**src/rtl/mux_arbiter_2to1_16bit_pkg.sv**
```systemverilog
// Shared definitions for the 2-to-1 arbitrated 16-bit mux.
package mux_arbiter_2to1_16bit_pkg;

  localparam int unsigned DATA_WIDTH     = 16;
  localparam int unsigned PRIORITY_RR    = 0;
  localparam int unsigned PRIORITY_FIXED = 1;

  typedef enum logic {
    ST_IDLE = 1'b0,
    ST_FULL = 1'b1
  } state_t;

  // Winner index for a capture cycle; ties go to the non-last winner (RR) or to 0 (fixed).
  function automatic logic pick_winner(input logic req0, input logic req1,
                                       input logic last_grant, input logic fixed_prio);
    logic win;
    if (req0 && req1) begin
      win = fixed_prio ? 1'b0 : ~last_grant;
    end else begin
      win = req1;
    end
    return win;
  endfunction

endpackage

```
**src/rtl/mux_arbiter_2to1_16bit_if.sv**
```systemverilog
// Requester/consumer bus of the arbitrated mux.
interface mux_arbiter_2to1_16bit_if
  import mux_arbiter_2to1_16bit_pkg::*;
#(
  parameter int unsigned WIDTH = DATA_WIDTH
);
  logic             req0;
  logic [WIDTH-1:0] data0;
  logic             req1;
  logic [WIDTH-1:0] data1;
  logic             out_ready;
  logic             gnt0;
  logic             gnt1;
  logic             sel;
  logic [WIDTH-1:0] out_data;
  logic             out_valid;
  logic             last_grant;

  // Environment side: requesters plus consumer.
  modport master (
    output req0, data0, req1, data1, out_ready,
    input  gnt0, gnt1, sel, out_data, out_valid, last_grant
  );

  // Arbiter side.
  modport slave (
    input  req0, data0, req1, data1, out_ready,
    output gnt0, gnt1, sel, out_data, out_valid, last_grant
  );
endinterface

```
**src/rtl/mux_arbiter_2to1_16bit_mux.sv**
```systemverilog
// Plain 2-to-1 datapath select.
module mux2_to_1_16bit
  import mux_arbiter_2to1_16bit_pkg::*;
#(
  parameter int unsigned WIDTH = DATA_WIDTH
) (
  input  logic [WIDTH-1:0] i0,
  input  logic [WIDTH-1:0] i1,
  input  logic             s0,
  output logic [WIDTH-1:0] y
);
  // s0 = 0 picks i0, s0 = 1 picks i1.
  assign y = s0 ? i1 : i0;
endmodule

```
**src/rtl/mux_arbiter_2to1_16bit.sv**
```systemverilog
// Two requesters share one mux; winner's word is registered and offered valid/ready.
module mux_arbiter_2to1_16bit
  import mux_arbiter_2to1_16bit_pkg::*;
#(
  parameter int unsigned WIDTH         = DATA_WIDTH,
  parameter int unsigned PRIORITY_MODE = PRIORITY_RR
) (
  input  logic                     clk,
  input  logic                     rst_n,
  mux_arbiter_2to1_16bit_if.slave  bus
);

  state_t           r_state;
  logic [WIDTH-1:0] r_out_data;
  logic             r_last_grant;

  logic             w_fixed;
  logic             w_can_capture;
  logic             w_capture;
  logic             w_winner;
  logic             w_sel;
  logic [WIDTH-1:0] w_mux_out;

  assign w_fixed = (PRIORITY_MODE == PRIORITY_FIXED);

  // Arbitration: decide whether a word is taken this cycle and from whom.
  always_comb begin
    w_can_capture = (r_state == ST_IDLE) || ((r_state == ST_FULL) && bus.out_ready);
    w_capture     = rst_n && w_can_capture && (bus.req0 || bus.req1);
    w_winner      = pick_winner(bus.req0, bus.req1, r_last_grant, w_fixed);
    w_sel         = w_capture ? w_winner : r_last_grant;
  end

  mux2_to_1_16bit #(
    .WIDTH (WIDTH)
  ) u_mux (
    .i0 (bus.data0),
    .i1 (bus.data1),
    .s0 (w_sel),
    .y  (w_mux_out)
  );

  // State, output word and last winner; a capture also frees the slot in the same cycle.
  always_ff @(posedge clk) begin
    if (!rst_n) begin
      r_state      <= ST_IDLE;
      r_out_data   <= '0;
      r_last_grant <= 1'b1;
    end else if (w_capture) begin
      r_state      <= ST_FULL;
      r_out_data   <= w_mux_out;
      r_last_grant <= w_winner;
    end else if ((r_state == ST_FULL) && bus.out_ready) begin
      r_state      <= ST_IDLE;
    end
  end

  assign bus.gnt0       = w_capture && !w_winner;
  assign bus.gnt1       = w_capture && w_winner;
  assign bus.sel        = w_sel;
  assign bus.out_data   = r_out_data;
  assign bus.out_valid  = (r_state == ST_FULL);
  assign bus.last_grant = r_last_grant;

endmodule

```
**src/flat_wrapper.sv**
```systemverilog
// flat-port wrapper written by rule: the top's interface ports become plain ports
module mux_arbiter_2to1_16bit_flat import mux_arbiter_2to1_16bit_pkg::*;
#(
  parameter int unsigned WIDTH         = DATA_WIDTH,
  parameter int unsigned PRIORITY_MODE = PRIORITY_RR
)
  (clk, rst_n, bus_req0, bus_data0, bus_req1, bus_data1, bus_out_ready, bus_gnt0, bus_gnt1, bus_sel, bus_out_data, bus_out_valid, bus_last_grant);
  mux_arbiter_2to1_16bit_if #(.WIDTH(WIDTH)) bus_i ();
  input  logic clk;
  input  logic rst_n;
  input wire logic [$bits(bus_i.req0)-1:0] bus_req0;
  input wire logic [$bits(bus_i.data0)-1:0] bus_data0;
  input wire logic [$bits(bus_i.req1)-1:0] bus_req1;
  input wire logic [$bits(bus_i.data1)-1:0] bus_data1;
  input wire logic [$bits(bus_i.out_ready)-1:0] bus_out_ready;
  output wire logic [$bits(bus_i.gnt0)-1:0] bus_gnt0;
  output wire logic [$bits(bus_i.gnt1)-1:0] bus_gnt1;
  output wire logic [$bits(bus_i.sel)-1:0] bus_sel;
  output wire logic [$bits(bus_i.out_data)-1:0] bus_out_data;
  output wire logic [$bits(bus_i.out_valid)-1:0] bus_out_valid;
  output wire logic [$bits(bus_i.last_grant)-1:0] bus_last_grant;
  assign bus_i.req0 = bus_req0;
  assign bus_i.data0 = bus_data0;
  assign bus_i.req1 = bus_req1;
  assign bus_i.data1 = bus_data1;
  assign bus_i.out_ready = bus_out_ready;
  assign bus_gnt0 = bus_i.gnt0;
  assign bus_gnt1 = bus_i.gnt1;
  assign bus_sel = bus_i.sel;
  assign bus_out_data = bus_i.out_data;
  assign bus_out_valid = bus_i.out_valid;
  assign bus_last_grant = bus_i.last_grant;
  mux_arbiter_2to1_16bit #(.WIDTH(WIDTH), .PRIORITY_MODE(PRIORITY_MODE)) u_core (.clk(clk), .rst_n(rst_n), .bus(bus_i));
endmodule
```
**config.mk**
```make
export PLATFORM = sky130hd
export DESIGN_NAME = mux_arbiter_2to1_16bit_flat
export DESIGN_NICKNAME = d
export VERILOG_FILES = /design/src/rtl/mux_arbiter_2to1_16bit_pkg.sv /design/src/rtl/mux_arbiter_2to1_16bit_if.sv /design/src/rtl/mux_arbiter_2to1_16bit_mux.sv /design/src/rtl/mux_arbiter_2to1_16bit.sv /design/src/flat_wrapper.sv
export SDC_FILE = /design/constraint.sdc
export NUM_CORES = 1
export LEC_CHECK = 0
export BUFFER_PORTS_ARGS = -buffer_cell sky130_fd_sc_hd__buf_2
export CORE_AREA = 3 3 53 55
export DETAILED_ROUTE_END_ITERATION = 12
export DIE_AREA = 0 0 56 58
export GPL_TIMING_DRIVEN = 0
export PLACE_DENSITY = 0.76
export SYNTH_ARGS = -nofsm -noshare
export SYNTH_HDL_FRONTEND = slang
export SYNTH_SLANG_ARGS = --single-unit
```
**constraint.sdc**
```tcl
create_clock -name clk -period 1.3 [get_ports clk]
set_input_delay 0.195 -clock clk [delete_from_list [all_inputs] [get_ports clk]]
set_output_delay 0.195 -clock clk [all_outputs]
set_load 0.03 [all_outputs]
```
# [Word-level counts from Yosys, hierarchy flattened]
# Cells that the tools add are included.
# Widths: inputs -> output; s select.
[totals] in_bits=37 ff_bits=18 output_inout_bits=21
[classes] muxes=5 bitwise=2 n_reduce_logical=10
[ops] op="$mux 16" n=1
[ops] op="$logic_and 1x1->1" n=6
[ops] op="$mux 1" n=4
[ops] op="$logic_or 1x1->1" n=2
[ops] op="$not 1->1" n=2
[ops] op="$reduce_bool 2->1" n=1
[ops] op="$logic_not 1->1" n=1

# [Depth between registers and ports, before layout]
# Gate-level depths: netlist of the first run.
[logic_depth] ltp_word=6 mapped_depth=5 depth_no_buf=3

# [By module]
# Synthesis of the first run repeated with hierarchy kept, for this count alone.
[unflattened] hier_cells=103 hier_area_um2=1021.0
[modules_own_cells] mod="mux_arbiter_2to1_16bit" area_each_um2=772.0 n_inst=1 cells_per_inst=85 seq_area_each_um2=360.3
[modules_own_cells] mod="mux2_to_1_16bit" area_each_um2=249.0 n_inst=1 cells_per_inst=18 seq_area_each_um2=0.0

# [Least setup slack after synthesis of the first run]
# Ideal clock, no wire load.
[synth_timing] kind="reg2out" from="register u_core.r_last_grant, in the netlist u_core.bus.last_grant" to="output port bus_gnt0" path_slack_ps=-573 arrival_time_ps=1678 n_path_buf=1 path_stages_with_launch=4 cell_sequence="dfxtp_1 -> and2b_4 -> buf_4 -> nor3b_1"
[synth_via] elab_chain_cells=4
[synth_rtl] element="start, declared" line_no="mux_arbiter_2to1_16bit.sv:15" text="logic r_last_grant;"
[synth_rtl] element="start signal, assigned" line_no="mux_arbiter_2to1_16bit.sv:52" text="r_last_grant <= w_winner;"
[synth_rtl] element="$not 1->1" line_no="mux_arbiter_2to1_16bit_pkg.sv:18" text="win = fixed_prio ? 1'b0 : ~last_grant;"
[synth_rtl] element="$mux 1" line_no="mux_arbiter_2to1_16bit_pkg.sv:17" text="if (req0 && req1) begin"
[synth_rtl] element="$logic_not 1->1" line_no="mux_arbiter_2to1_16bit.sv:58" text="assign bus.gnt0 = w_capture && !w_winner;"
[synth_rtl] element="$logic_and 1x1->1" line_no="mux_arbiter_2to1_16bit.sv:58"
[synth_rtl] element="end, declared" line_no="flat_wrapper.sv:16" text="output wire logic [$bits(bus_i.gnt0)-1:0] bus_gnt0;"
# Every way passes these cells.

# [Final worst setup path of the first run]
[layout_timing] from="register u_core.r_state, in the netlist u_core.bus.out_valid" to="output port bus_sel"
[layout_via] elab_chain_cells=5 elab_cells_between_ends=6 cone_classes="mux (1); bitwise (1); reduce/logical (4)"
[layout_rtl] element="start, declared" line_no="mux_arbiter_2to1_16bit.sv:13" text="state_t r_state;"
[layout_rtl] element="start signal, assigned" line_no="mux_arbiter_2to1_16bit.sv:46" text="r_state <= ST_IDLE;"
[layout_rtl] element="start signal, assigned" line_no="mux_arbiter_2to1_16bit.sv:50" text="r_state <= ST_FULL;"
[layout_rtl] element="start signal, assigned" line_no="mux_arbiter_2to1_16bit.sv:54" text="r_state <= ST_IDLE;"
[layout_rtl] element="$logic_and 1x1->1 or $not 1->1 (tied branches)" line_no="mux_arbiter_2to1_16bit.sv:28" text="w_can_capture = (r_state == ST_IDLE) || ((r_state == ST_FULL) && bus.out_ready);"
[layout_rtl] element="$logic_or 1x1->1 (*)" line_no="mux_arbiter_2to1_16bit.sv:28"
[layout_rtl] element="$logic_and 1x1->1 (*) (2 in a row)" line_no="mux_arbiter_2to1_16bit.sv:29" text="w_capture = rst_n && w_can_capture && (bus.req0 || bus.req1);"
[layout_rtl] element="$mux 1 (*)" line_no="mux_arbiter_2to1_16bit.sv:31" text="w_sel = w_capture ? w_winner : r_last_grant;"
[layout_rtl] element="end, declared" line_no="flat_wrapper.sv:18" text="output wire logic [$bits(bus_i.sel)-1:0] bus_sel;"
# Mark *: on every way between the ends. The rest lies on a longest branch, timed or not.

==> out/metrics.cfg, run 1 <==
[worst_setup_path]
path_delay_family = flip-flops
max_stage_delay_ns = 0.37
start_kind = flop
cp_slowest_cell = dfxtp_4
r2r_end = u_core.bus.out_data[0]
critPathMostFrequentCell = buf_6
crit_arrival_ns = 1.25
critical_path.max_fanout = 5
path_class = flop to output pin
crit_required_ns = 1.11
worst-path-buf-inv = 2
end_kind = output pin
worstPathCellList = nand2b_4 -> buf_6 -> and3_4 -> nor2_4 -> buf_6
r2r_slack_ns = -0.04
reg2reg_from = u_core.bus.last_grant
ff2ff_path_depth = 5

[yosys]
synth_edf_count = 0
ys_types = 25
ys_warn_count = 0
synthFlopType = dfxtp_1
ys_seq_area_share_pct = 35.78
async_flop_share_pct = 0
ys_ff_latch = 18
synthesis.nets = 146
syn_inst = 109
avgSynthCellArea_um2 = 9.241
synthesis.area_um2 = 1007

[placed_design]
dpl.hpwl_um = 2093
globalplace.congestion = 0.7229
numPortBuffers = 57
placed_area_um2 = 1359
dpl.cell_count = 196

[timing]
fin_skew_ns = 0.002195
hold_violations = 0
tightest_slew_ns = 0.4326
finalMaxSlewViolations = 0
setup_viol = 6
slew_headroom_pct = 71.16
rsz0062_at_grt = yes
period_share_pct = 110.9
final.setup.worst_slack_ns = -0.1420
period_minus_slack_ns = 1.442
setup_tns_ns = -0.4033
fmax_ghz = 0.6935

[clock_network]
cts_tree = yes
cts_buffer_depth = 2
cts_root_buffer = clkbuf_4
clock_sinks = 18
htreeDepth = 1
ctsHoldBuffers = 0
clk_latency_ns = 0.28
cts_inserted_buffers = 3
clkSlewWorstSetupHoldPaths_ns = 0.10

[power_and_ir_drop]
power.total_mw = 1.519
power_frac_clock_pct = 22.2
pwr-share-comb_pct = 36.1
ir_worst_vdd_mv = 0.7284
p_int_mw = 1.027
switching_share_pct = 32.39
pwr_density_cell_nw_per_um2 = 966.8
p_sw_uw = 492.1
p_leak_nw = 0.8183
seq_power_share_pct = 41.7

[floorplan]
io_pins = 58
die-area_um2 = 3248
start_util_pct = 41.41
die_h_um = 58
placementRows = 18
die_w_um = 56
core_area_um2 = 2432

[detailed_routing]
drt_wl_total_um = 3076
route.detailed.drc = 0
vias = 1134
drt-initial-drc-count = 29
ant_nets = 0
wl_per_cell_um = 14.24
vias_per_cell = 5.250
firstDrtPassIters = 4

[run]
maxCapViolations = 0

[global_route]
grt_pass1_wl_um = 4809
grt_antenna_before_repair = 0
grt_max_degree = 18
grt_usage_pct = 18.31
grt_overflow = 0
first_global_vias = 1138

[layout]
diodes = 0
design_area_um2 = 1572
final_nets = 224
stdcell_count = 216
post-route-util_pct = 64.61
area_growth_pct = 56.03
drive_above_1_share_pct = 59.14

[outcome]
outcome = finished with violations
violations = setup timing

[min_path]
worstHoldPathType = primary input to flop
whs_endpoint = u_core.bus.last_grant
hold_start = rst_n
holdPathStages = 2

## power by group through the flow
| stage | clock (mW) | sequential (mW) | combinational (mW) |
|---|---|---|---|
| 2_1_floorplan | 0 | 0.753 | 0.223 |
| 3_3_place_gp | 0 | 0.645 | 0.475 |
| 3_5_place_dp | 0 | 0.647 | 0.482 |
| 4_1_cts | 0.359 | 0.634 | 0.524 |
| 5_1_grt | 0.380 | 0.641 | 0.588 |
| 6_report | 0.337 | 0.634 | 0.549 |
## per-stage QoR
step | worst slack (ns) | hold WS, ns
after global placement | -0.1012 | 0.4336
final | -0.1420 | 0.1867
after detailed placement | -0.1200 | 0.4427
after floorplan | -0.07580 | 0.2749
after CTS | -0.2107 | 0.1476
after global routing | -0.2015 | 0.1789
## cells by family after synthesis
group,count (synthesis),synth area share (%)
flops,18,35.78
simple gates,28,14.04
buf+inv,11,9.439
compound gates,52,40.75
## metal layers
layer / vias up / wire, µm / track usage, %
met5: - / 0 / 0
met3: 4 / 118 / 3.341
li1: 559 / - / -
met2: 27 / 1606 / 31.55
met1: 544 / 1313 / 22.63
met4: 0 / 37 / 7.458
## cells in the final DEF (no fill, tap or decap)
master and count:
and2_4 2, o21bai_1 16, clkbuf_1 1, and3_4 1, clkbuf_4 4, a21boi_1 1, inv_2 1, nand2_1 16
nand2b_4 1, o21ai_0 16, clkbuf_8 1, nand3_1 1, a21boi_4 1, a31oi_4 1, buf_2 54, nor2_4 3
buf_6 7, or2_4 1, nor3b_4 1, a32o_2 10, nor2_1 1, o21ai_1 1, dfxtp_1 16, a32o_1 6
dfxtp_4 2, and2b_4 1, and2b_1 1, buf_4 18, buf_8 1
## worst max path at each step
stage,startpoint,end,slack (ns),cells past startpoint
5_1_grt,u_core.bus.out_valid,bus_sel,-0.20,5
3_5_place_dp,u_core.bus.out_valid,bus_gnt0,-0.12,6
3_3_place_gp,u_core.bus.out_valid,bus_gnt0,-0.10,6
6_report,u_core.bus.out_valid,bus_sel,-0.14,5
2_1_floorplan,u_core.bus.out_valid,bus_gnt0,-0.08,5
4_1_cts,u_core.bus.last_grant,bus_sel,-0.21,5
## flip-flops by register name (all words and copies together), names as in the netlist
signal / cells
u_core.bus.out_data: 16
u_core.bus.last_grant: 1
u_core.bus.out_valid: 1
## area by class of cell
cell class / instances / area (µm²)
fillers: 219 / 860.8
multi-input cells: 81 / 615.6
repair buffers: 76 / 454.2
flip-flops and latches: 18 / 367.9
plain buffers: 6 / 56.30
well taps: 30 / 37.54
clock buffers: 4 / 36.28
inverters: 1 / 3.754
## repair_timing
item                                    CTS  global route
cloned                                    0             1
resized for setup                        15             2
buffers inserted                          7            12
endpoints found under the setup margin    7            13
pin swaps                                 2             5
## Yosys cell counts, types with 2 or more instances
master,instances,area share [%]
dfxtp_1,18,36
nand2_1,16,6.0
o21ai_0,16,8.0
o21bai_1,16,12
a32o_2,10,11
a32o_1,6,6.0
buf_6,4,4.5
buf_4,3,2.2
nor2_1,3,1.1
and2_1,2,1.2
Power figures use the tool's default switching activity.
==> run 2: changes to the inputs <==
- CORE_AREA: 3 3 53 55 -> 3 3 56 58
- DIE_AREA: 0 0 56 58 -> 0 0 59 61
- PLACE_DENSITY: 0.76 -> 0.69
==> out/metrics.cfg, run 2 (synthesis gave the netlist of run 1 again) <==
[global_route]
grt_overflow = 0  ; unchanged
grt_max_degree = 18  ; unchanged
grt_usage_pct = 17.37  ; -0.94 points
grt_pass1_wl_um = 4802  ; -0.15%
first_global_vias = 1112  ; -2.3%
grt_antenna_before_repair = 0  ; unchanged

[timing]
slew_headroom_pct = 70.37  ; -0.79 points
hold_violations = 0  ; unchanged
final.setup.worst_slack_ns = -0.1342  ; +0.007745 ns
fin_skew_ns = 0.01012  ; +0.007927 ns
tightest_slew_ns = 0.4445  ; +0.01186 ns
fmax_ghz = 0.6972  ; +0.54%
rsz0062_at_grt = yes
whs_ns = 0.1487  ; -0.03798 ns
setup_viol = 3  ; -3
finalMaxSlewViolations = 0  ; unchanged
period_share_pct = 110.3  ; -0.60 points
period_minus_slack_ns = 1.434  ; -0.007745 ns

[clock_network]
clk_latency_ns = 0.30  ; +0.02 ns
htreeDepth = 1  ; unchanged
cts_root_buffer = clkbuf_4
cts_tree = yes
clkSlewWorstSetupHoldPaths_ns = 0.11  ; about the same
cts_inserted_buffers = 3  ; unchanged
ctsHoldBuffers = 0  ; unchanged
cts_buffer_depth = 2  ; unchanged
clock_sinks = 18  ; unchanged

[detailed_routing]
route.detailed.drc = 0  ; unchanged
firstDrtPassIters = 4  ; unchanged
vias = 1126  ; -0.71%
ant_nets = 0  ; unchanged
drt_wl_total_um = 3145  ; +2.2%
wl_per_cell_um = 14.83  ; +4.2%
drt-initial-drc-count = 45  ; +55%
vias_per_cell = 5.311  ; +1.2%

[floorplan]
die_w_um = 59  ; +5.4%
io_pins = 58  ; unchanged
die-area_um2 = 3599  ; +11%
start_util_pct = 37.17  ; -4.2 points
die_h_um = 61  ; +5.2%
core_area_um2 = 2710  ; +11%
placementRows = 19  ; +1

[worst_setup_path]
worstPathCellList = nand2b_4 -> buf_6 -> and3_4 -> nor2_4 -> buf_6
critPathCapture = bus_sel
critPathMostFrequentCell = buf_6
path_class = flop to output pin
r2r_slack_ns = 0.04  ; +0.08 ns
ff2ff_path_depth = 4  ; -1
critical_path.max_fanout = 3  ; -2
r2r_end = u_core.bus.out_data[7]
crit_required_ns = 1.11  ; about the same
cp_slowest_cell = dfxtp_4
start_kind = flop
end_kind = output pin
reg2reg_from = u_core.bus.last_grant
crit_start = u_core.bus.out_valid
max_stage_delay_ns = 0.37  ; about the same
crit_arrival_ns = 1.24  ; about the same

[min_path]
worstHoldPathType = primary input to flop

[layout]
area_growth_pct = 50.93
largest_reg_flops = 16  ; unchanged
final_nets = 219  ; -2.2%
diodes = 0  ; unchanged
most-common-layout-cells = buf_2 (55), nand2_1 (16), o21ai_0 (16), o21bai_1 (16), dfxtp_1 (16)
drive_above_1_share_pct = 58.56  ; -0.58 points
layout_commonest_cell = buf_2
design_area_um2 = 1520  ; -3.3%

[power_and_ir_drop]
p_leak_nw = 0.7858  ; -4.0%
ir_worst_vdd_mv = 0.5604  ; -23%
pwr_density_cell_nw_per_um2 = 967.1  ; about the same

[placed_design]
dpl.hpwl_um = 2157  ; +3.0%
placed_area_um2 = 1360  ; about the same
numPortBuffers = 57  ; unchanged
globalplace.congestion = 0.6701  ; -7.3%

[run]
maxCapViolations = 0  ; unchanged

[outcome]
outcome = finished with violations
violations = setup timing

## run 2: area by class of cell
cell class              instances  area, µm²
fillers                       252       1190
multi-input cells              80      604.3
repair buffers                 72      427.9
flip-flops and latches         18      365.4
plain buffers                   6      53.80
well taps                      31      38.79
clock buffers                   4      26.28
inverters                       1      3.754
## run 2: how the worst min path moves through the flow
stage,from,end,cells past startpoint,slack (ns)
after floorplan,rst_n,u_core.bus.last_grant,1,0.27
after global placement,rst_n,u_core.bus.last_grant,2,0.43
after detailed placement,rst_n,u_core.bus.last_grant,2,0.45
after CTS,rst_n,u_core.bus.last_grant,2,0.14
after global routing,rst_n,u_core.bus.last_grant,2,0.15
final,rst_n,u_core.bus.last_grant,2,0.15
## run 2: routing by layer
metal | routed length, µm | vias to the layer above | track usage, %
li1 | - | 548 | -
met5 | 0 | - | 0
met2 | 1672 | 33 | 32.97
met4 | 21 | 0 | 5.502
met1 | 1290 | 541 | 19.64
met3 | 160 | 4 | 2.979
## run 2: worst max-delay path, delay by kind of cell, from the launching register on
| kind | cells | cell delay, ns |
|---|---|---|
| buffers and inverters | 2 | 0.25 |
| and+or+nand+nor | 3 | 0.31 |
| DFF | 1 | 0.37 |
## run 2: timing repair
action	in CTS	in global routing
buffers inserted	9	7
gates resized for setup	14	4
endpoints found under the setup margin	13	11
pin swaps	5	2
## run 2: power breakdown
| group | internal, mW | switching (mW) |
|---|---|---|
| Sequential | 0.605 | 0.0289 |
| Combinational | 0.243 | 0.293 |
| Clock | 0.119 | 0.180 |
| Total | 0.968 | 0.502 |
## run 2: metrics by stage
stage / power (mW) / instances / TNS (ns) / setup slack (ns) / util (%)
2_1_floorplan: 0.9759 / 109 / -0.07580 / -0.07580 / -
3_3_place_gp: 1.123 / 197 / -0.7351 / -0.1093 / 50.18
3_5_place_dp: 1.133 / 197 / -0.7412 / -0.1143 / 50.18
4_1_cts: 1.474 / 208 / -0.5076 / -0.2032 / 54.89
5_1_grt: 1.552 / 212 / -0.5645 / -0.1950 / 56.09
6_report: 1.470 / 212 / -0.3183 / -0.1342 / 56.09
==> run 3: changes to the inputs <==
- CORE_AREA: 3 3 56 58 -> 3 3 51 53
- DIE_AREA: 0 0 59 61 -> 0 0 54 56
- HOLD_SLACK_MARGIN: not set -> 0.12
- PLACE_DENSITY: 0.69 -> 0.81
- clock period: 1.3 -> 1.8 ns (I/O delays scaled with it)
==> out/metrics.cfg, run 3 (synthesis gave the netlist of run 1 again) <==
[outcome]
outcome = completed

[timing]
finalMaxSlewViolations = 0  ; unchanged
hold_violations = 0  ; unchanged
fmax_ghz = 0.5871
rsz0062_at_grt = no
slew_headroom_pct = 74.76  ; +4.4 points
fin_skew_ns = 0.007914  ; -0.002208 ns
tightest_slew_ns = 0.3786  ; -0.06588 ns
period_share_pct = 94.63
final.setup.worst_slack_ns = 0.09661  ; +0.2308 ns
period_minus_slack_ns = 1.703
setup_viol = 0  ; -3
setup_tns_ns = 0  ; +0.3183 ns

[global_route]
grt_overflow = 0  ; unchanged
grt_antenna_before_repair = 0  ; unchanged
grt_pass1_wl_um = 4788  ; -0.29%
first_global_vias = 1097  ; -1.3%
grt_usage_pct = 20.40  ; +3.0 points
grt_max_degree = 11  ; -7

[clock_network]
htreeDepth = 1  ; unchanged
cts_inserted_buffers = 3  ; unchanged
cts_root_buffer = clkbuf_4
cts_setup_buffers = 0  ; -9
clkSlewWorstSetupHoldPaths_ns = 0.10  ; about the same
cts_tree = yes
clk_latency_ns = 0.29  ; about the same
cts_buffer_depth = 2  ; unchanged
clock_sinks = 18  ; unchanged

[worst_setup_path]
start_kind = flop
cp_slowest_cell = dfxtp_1
path_class = flop to output pin
crit_arrival_ns = 1.43  ; +0.19 ns
worst-path-buf-inv = 2  ; unchanged
max_stage_delay_ns = 0.41  ; +0.04 ns
path_delay_family = flip-flops
crit_required_ns = 1.53  ; +0.42 ns
worstPathCellList = and2b_4 -> buf_4 -> nor3b_2 -> buf_4
critical_path.max_fanout = 10  ; +7
end_kind = output pin
critPathMostFrequentCell = buf_4

[placed_design]
numPortBuffers = 57  ; unchanged
dpl.hpwl_um = 2098  ; -2.7%
globalplace.congestion = 0.6835  ; +2.0%
dpl.cell_count = 194  ; -1.5%
dp_slack_ns = 0.2293  ; +0.3436 ns

[detailed_routing]
ant_nets = 0  ; unchanged
drt-initial-drc-count = 30  ; -33%
firstDrtPassIters = 4  ; unchanged
wl_per_cell_um = 14.10  ; -5.0%
route.detailed.drc = 0  ; unchanged
vias = 1086  ; -3.6%
drt_wl_total_um = 2763  ; -12%
vias_per_cell = 5.541  ; +4.3%

[power_and_ir_drop]
ir_worst_vdd_mv = 0.4473  ; -20%
pwr_density_cell_nw_per_um2 = 735.3  ; -24%
power.total_uw = 992.7  ; -32%
p_leak_nw = 0.7119  ; -9.4%

[layout]
area_growth_pct = 34.04
regArea_um2 = 361.6  ; -1.0%
diodes = 0  ; unchanged
largest_reg_flops = 16  ; unchanged
final_nets = 207  ; -5.5%
fillers = 206  ; -18%
layout_commonest_cell = buf_2
multi_input_area_um2 = 556.8  ; -7.9%
stdcell_count = 196  ; -7.5%
most-common-layout-cells = buf_2 (56), dfxtp_1 (17), nand2_1 (16), o21ai_0 (16), o21bai_1 (16)
drive_above_1_share_pct = 51.19  ; -7.4 points

[floorplan]
placementRows = 17  ; -2
die-area_um2 = 3024  ; -16%
die_h_um = 56  ; -8.2%
start_util_pct = 45.97  ; +8.8 points
core_area_um2 = 2191  ; -19%
die_w_um = 54  ; -8.5%
io_pins = 58  ; unchanged

[min_path]
worstHoldPathType = primary input to flop

[run]
maxCapViolations = 0  ; unchanged

-- run 3: cell types whose count changed in the layout (fill, tap and decap cells not counted), moves of 2 or more --
cell	previous run	this run
and2_1	0	2
and2_4	2	0
buf_4	13	5
buf_6	8	3
nor2_1	1	3
nor2_4	3	0
-- run 3: path summary, 6_finish.rpt --
kind	from	to	slack, ns	cells past startpoint
min	rst_n	u_core.bus.last_grant	0.22	2
max reg2reg	u_core.bus.last_grant	u_core.bus.out_data[10]	0.48	4
max	u_core.bus.last_grant	bus_gnt0	0.1	4
min reg2reg	u_core.bus.out_data[14]	u_core.bus.out_data[14]	0.48	1
-- run 3: where the power goes --
part | internal, mW | switching [mW]
combinational | 0.145 | 0.195
clock | 0.0778 | 0.116
sequential | 0.438 | 0.0216
-- run 3: per-stage QoR --
stage	area, µm²	hold WS (ns)	util [%]
after floorplan	1012	0.3500	-
after global routing	1350	0.2510	61.62
after CTS	1356	0.2272	61.91
after detailed placement	1333	0.4556	60.82
final	1350	0.2239	61.62
after global placement	1333	0.4420	60.82
-- run 3: timing repair --
action                                  4_1_cts  5_1_grt
hold buffers                                  0        0
endpoints found under the setup margin        1        2
gates resized for setup                       1        4
-- run 3: area by class of cell --
class	instances	share of cell area (%)
flip-flops and latches	18	26.78
well taps	28	2.595
clock buffers	3	1.668
multi-input cells	80	41.24
repair buffers	57	21.50
plain buffers	9	5.931
inverters	1	0.2780
-- run 3: layer usage --
| metal | global-route usage, % | part of all wire [%] | vias up |
|---|---|---|---|
| met5 | 0 | 0 | - |
| met4 | 3.559 | 0.43 | 0 |
| met3 | 6.702 | 7.5 | 2 |
| met2 | 34.08 | 53 | 43 |
| met1 | 25.16 | 39 | 514 |
| li1 | - | - | 527 |
